## src/rtl/xor_unit_arbiter_pkg.sv

```systemverilog
// xor_arb_pkg: shared types, default sizes and the round-robin search helper
// used by the XOR unit arbiter.
package xor_arb_pkg;

   typedef enum logic [1:0] {IDLE, EXEC, RESP} xarb_state_t;

   localparam int NREQ_DEF = 4;
   localparam int DW_DEF   = 8;

   function automatic int rr_next(input logic [31:0] valid, input int last, input int n = NREQ_DEF);
      int idx;
      rr_next = 0;
      // Walk from farthest to nearest so the nearest valid slot after last wins.
      for (int k = n; k >= 1; k--) begin
         idx = (last + k) % n;
         if (valid[idx]) rr_next = idx;
      end
   endfunction

endpackage

```

## src/rtl/xor_unit_arbiter_rr_arbiter.sv

```systemverilog
// rr_arbiter: combinational round-robin grant search starting after last_i.
module rr_arbiter
   import xor_arb_pkg::*;
#(
   parameter int  NREQ = NREQ_DEF,
   localparam int IDW  = $clog2(NREQ)
) (
   input  logic [NREQ-1:0] req_i,
   input  logic [IDW-1:0]  last_i,
   output logic [NREQ-1:0] gnt_o,
   output logic [IDW-1:0]  idx_o,
   output logic            any_o
);

   assign any_o = |req_i;
   assign idx_o = IDW'(rr_next(32'(req_i), int'(last_i), NREQ));
   assign gnt_o = any_o ? (NREQ'(1) << idx_o) : '0;

endmodule

```

## src/rtl/xor_unit_arbiter.sv

```systemverilog
// xor_unit_arbiter: one registered XOR unit shared round-robin by NREQ requesters.
// Defining XOR_UNIT_ARBITER_PARITY_EN adds the rsp_parity output.
module xor_unit_arbiter
   import xor_arb_pkg::*;
#(
   parameter int  NREQ = NREQ_DEF,
   parameter int  DW   = DW_DEF,
   localparam int IDW  = $clog2(NREQ)
) (
   input  logic             clk,
   input  logic             rst,
   input  logic [NREQ-1:0]    req_valid,
   output logic [NREQ-1:0]    req_ready,
   input  logic [NREQ*DW-1:0] req_a,
   input  logic [NREQ*DW-1:0] req_b,
   output logic             rsp_valid,
   input  logic             rsp_ready,
   output logic [IDW-1:0]   rsp_id,
   output logic [DW-1:0]    rsp_data,
   output logic             busy
`ifdef XOR_UNIT_ARBITER_PARITY_EN
   ,
   output logic             rsp_parity
`endif
);

   xarb_state_t     state_q;
   logic [IDW-1:0]  last_q, id_q, rsp_id_q, gnt_idx;
   logic [NREQ-1:0] gnt_oh;
   logic            any_valid, rsp_valid_q;
   logic [DW-1:0]   a_q, b_q, a_d, b_d, rsp_data_q;

   rr_arbiter #(.NREQ(NREQ)) u_arb (
      .req_i (req_valid),
      .last_i(last_q),
      .gnt_o (gnt_oh),
      .idx_o (gnt_idx),
      .any_o (any_valid)
   );

   assign a_d       = req_a[int'(gnt_idx)*DW +: DW];
   assign b_d       = req_b[int'(gnt_idx)*DW +: DW];
   assign req_ready = (state_q == IDLE) ? gnt_oh : '0;
   assign busy      = (state_q != IDLE);
   assign rsp_valid = rsp_valid_q;
   assign rsp_id    = rsp_id_q;
   assign rsp_data  = rsp_data_q;

`ifdef XOR_UNIT_ARBITER_PARITY_EN
   logic rsp_parity_q;
   assign rsp_parity = rsp_parity_q;
`endif

   always_ff @(posedge clk or posedge rst) begin
      if (rst) begin
         state_q     <= IDLE;
         last_q      <= IDW'(NREQ - 1);
         id_q        <= '0;
         a_q         <= '0;
         b_q         <= '0;
         rsp_valid_q <= 1'b0;
         rsp_id_q    <= '0;
         rsp_data_q  <= '0;
`ifdef XOR_UNIT_ARBITER_PARITY_EN
         rsp_parity_q <= 1'b0;
`endif
      end else begin
         case (state_q)
            IDLE: if (any_valid) begin
               a_q     <= a_d;
               b_q     <= b_d;
               id_q    <= gnt_idx;
               state_q <= EXEC;
            end
            EXEC: begin
               rsp_data_q  <= a_q ^ b_q;
               rsp_id_q    <= id_q;
               rsp_valid_q <= 1'b1;
`ifdef XOR_UNIT_ARBITER_PARITY_EN
               rsp_parity_q <= ^(a_q ^ b_q);
`endif
               state_q     <= RESP;
            end
            RESP: if (rsp_ready) begin
               // Pointer moves only once the result has been taken.
               rsp_valid_q <= 1'b0;
               last_q      <= id_q;
               state_q     <= IDLE;
            end
            default: state_q <= IDLE;
         endcase
      end
   end

endmodule

```

## config.mk

```make
export PLATFORM = sky130hd
export DESIGN_NAME = xor_unit_arbiter
export DESIGN_NICKNAME = d
export VERILOG_FILES = /design/src/rtl/xor_unit_arbiter_pkg.sv /design/src/rtl/xor_unit_arbiter_rr_arbiter.sv /design/src/rtl/xor_unit_arbiter.sv
export SDC_FILE = /design/constraint.sdc
export NUM_CORES = 1
export LEC_CHECK = 0
export ABC_AREA = 1
export CELL_PAD_IN_SITES_DETAIL_PLACEMENT = 2
export CELL_PAD_IN_SITES_GLOBAL_PLACEMENT = 2
export CORE_ASPECT_RATIO = 2
export CORE_MARGIN = 2
export CORE_UTILIZATION = 24
export CTS_CLUSTER_SIZE = 24
export DETAILED_ROUTE_END_ITERATION = 8
export PLACE_DENSITY_LB_ADDON = 0.05
export SYNTH_ARGS = -nofsm -noshare
export SYNTH_HDL_FRONTEND = slang
export SYNTH_SLANG_ARGS = --single-unit
```

## constraint.sdc

```tcl
create_clock -name clk -period 3.03 [get_ports clk]
set_input_delay 0.4545 -clock clk [delete_from_list [all_inputs] [get_ports clk]]
set_output_delay 0.4545 -clock clk [all_outputs]
set_load 0.03 [all_outputs]
```

==> metrics <==
status=finished, final reports clean; syn_area_per_cell=6.34 µm²; Synth area leader=dfrtp_1; Final Wtd Congestion=0.701; fin. max-slew vios=0; vias in the first global route=2719; CTS resizes=0; minimum clock period=2.80 ns; DRC viols=0; P&R area growth vs syn=46.2%; first-pass GRT wire length=13100 µm; clock latency on the worst-skew pair=0.28 ns; TritonCTS clock tree=done; H-tree depth=2; share of post-route cells with drive strength above 1=6.73%; critical path type=input pin to output port; wirelength, routed=7920 µm; ranking of synthesized cells by area=dfrtp_1 (34%), nand2_1 (27%), nand3_1 (11%); wire length per cell=14.4 µm; GRT Overall Usage=16.1%; grt ovf=0; detailed placement HPWL=6320 µm; Sink Count=33; WP data required=2.58 ns; overall power=4.21 mW; Initial Utilization=24.6%; Slew @ Worst Pin=0.688 ns; Buffers on Ports=86; Root Driver=clkbuf_16; Post-CTS Hold Buffers=0; Layout Skew=0.00399 ns; diodes inserted=0; met2 wire len=4620 µm; drt pass-1 iters=4; DR top layer=met4; final hold vios=0; non-filler instance count after layout=550; Max rail drop VDD=0.346 mV; clk slew on worst S/H paths=0.05 ns; Core ar.=9320 µm²; leakage power=1.76 nW; period utilization=92.5%; antenna violations before repair=0; Yosys top cell area share=33.8%; Die W=73.1 µm; TNS Setup=0 ns; row count=50; sequential area share after synthesis=36.1%; Die H=142 µm; wire length on met1=2940 µm; DIE AREA=10400 µm²; initial DRC count=57; DR WL met3=260 µm; Worst EP arrival=2.35 ns; Startpoint Class=input pin; Yosys warning total=0; routed via count=2523; most frequent cells in the layout=nand2_1 (168), clkdlybuf4s50_1 (82), nand3_1 (52), inv_1 (45), dfrtp_1 (31); crit path max fanout=8; Design Area, Final=3360 µm²; nets=516; largest net degree at the start of global routing=34; syn_nets=433; Slew headroom=54.0%; Power Density=1250 nW/µm²; CTS Buf Count=5; DRT antenna net count=0; RSZ-0062 raised after global routing=false; total setup buffers inserted after CTS=0; I/O Pins=87; synth unique cells=23; CTS Buffer Depth=2; Placed Cells incl. Taps=542; mapped cell area=2290 µm²; Setup violations, final=0; HP Class=register to register; Cell Area, Placed=3220 µm²; Via density=4.59; Mapped Cells=362; # Max-Cap Violations=0; Seq cells post-synth=33; CP Capture Type=output port; commonest non-fill, non-tap cell in the layout=nand2_1; f_max=0.357 GHz
## worst max-delay path, cell delays in order
cell	delay (ns)
clkdlybuf4s50_1	0.52
nor4_1	0.08
nor2_1	0.53
clkinv_1	0.28
nor2_1	0.16
inv_1	0.07
nor2_1	0.09
buf_4	0.17
## where the power goes
| group | switching, mW | leakage, nW | total [mW] | internal [mW] |
|---|---|---|---|---|
| registers | 0.169 | 0.405 | 0.847 | 0.679 |
| logic | 1.87 | 1.29 | 2.88 | 1.01 |
| clock network | 0.181 | 0.0706 | 0.482 | 0.301 |
## synthesized netlist by cell type (all sizes together)
library cell,n
nand4,1
clkbuf,3
nor4,1
nand2,172
dfstp,2
nor2,8
clkinv,1
nand3,53
inv,49
dfrtp,31
a21oi,1
buf,15
o21ai,17
xnor2,8
## sequential cells by signal, indices dropped and copies added, names as in the netlist
name / cells
rsp_data: 8
rsp_valid: 1
last_q: 2
id_q: 2
a_q: 8
rsp_id: 2
b_q: 8
state_q: 2
## layer usage
metal / global-route usage (%) / vias up
met5: 0 / -
met4: 4.48 / 0
met3: 2.20 / 7
met2: 30.7 / 63
met1: 17.7 / 1190
li1: - / 1263
## layout make-up
class / instances / area, µm²
Fill cell: 1145 / 5970
Multi-Input combinational cell: 261 / 1150
Timing Repair Buffer: 94 / 911
Sequential cell: 33 / 828
Inverter: 50 / 193
Tap cell: 104 / 130
Clock buffer: 6 / 129
Clock inverter: 2 / 10.0
## cells by family after synthesis
family / after synthesis / synth area share (%)
compound gates: 18 / 3.93
xor+xnor: 8 / 3.05
buf+inv: 68 / 13.6
flops: 33 / 36.1
simple gates: 235 / 43.3
## worst paths after layout
check	start	endpoint	slack [ns]	cells after the start
worst max-delay path	req_valid[2]	req_ready[0]	0.23	8
worst min-delay path	rsp_data[2]	rsp_data[2]	0.49	2
worst max register to register	last_q[0]	a_q[0]	0.84	14
worst min register to register	rsp_data[2]	rsp_data[2]	0.49	2
max in group asynchronous	rst	last_q[0]	2.11	3
min in group asynchronous	rst	rsp_id[1]	0.58	3
## metrics by stage
| step | hold slack [ns] | util [%] | setup slack [ns] |
|---|---|---|---|
| finish | 0.490 | 36.0 | 0.229 |
| global route | 0.522 | 36.0 | 0.0296 |
| CTS | 0.499 | 36.0 | 0.183 |
| detailed placement | 0.482 | 34.5 | 0.239 |
| global placement | 0.469 | 34.5 | 0.265 |
| floorplan | 0.469 | - | 0.676 |
(Power assumes the default switching activity.)
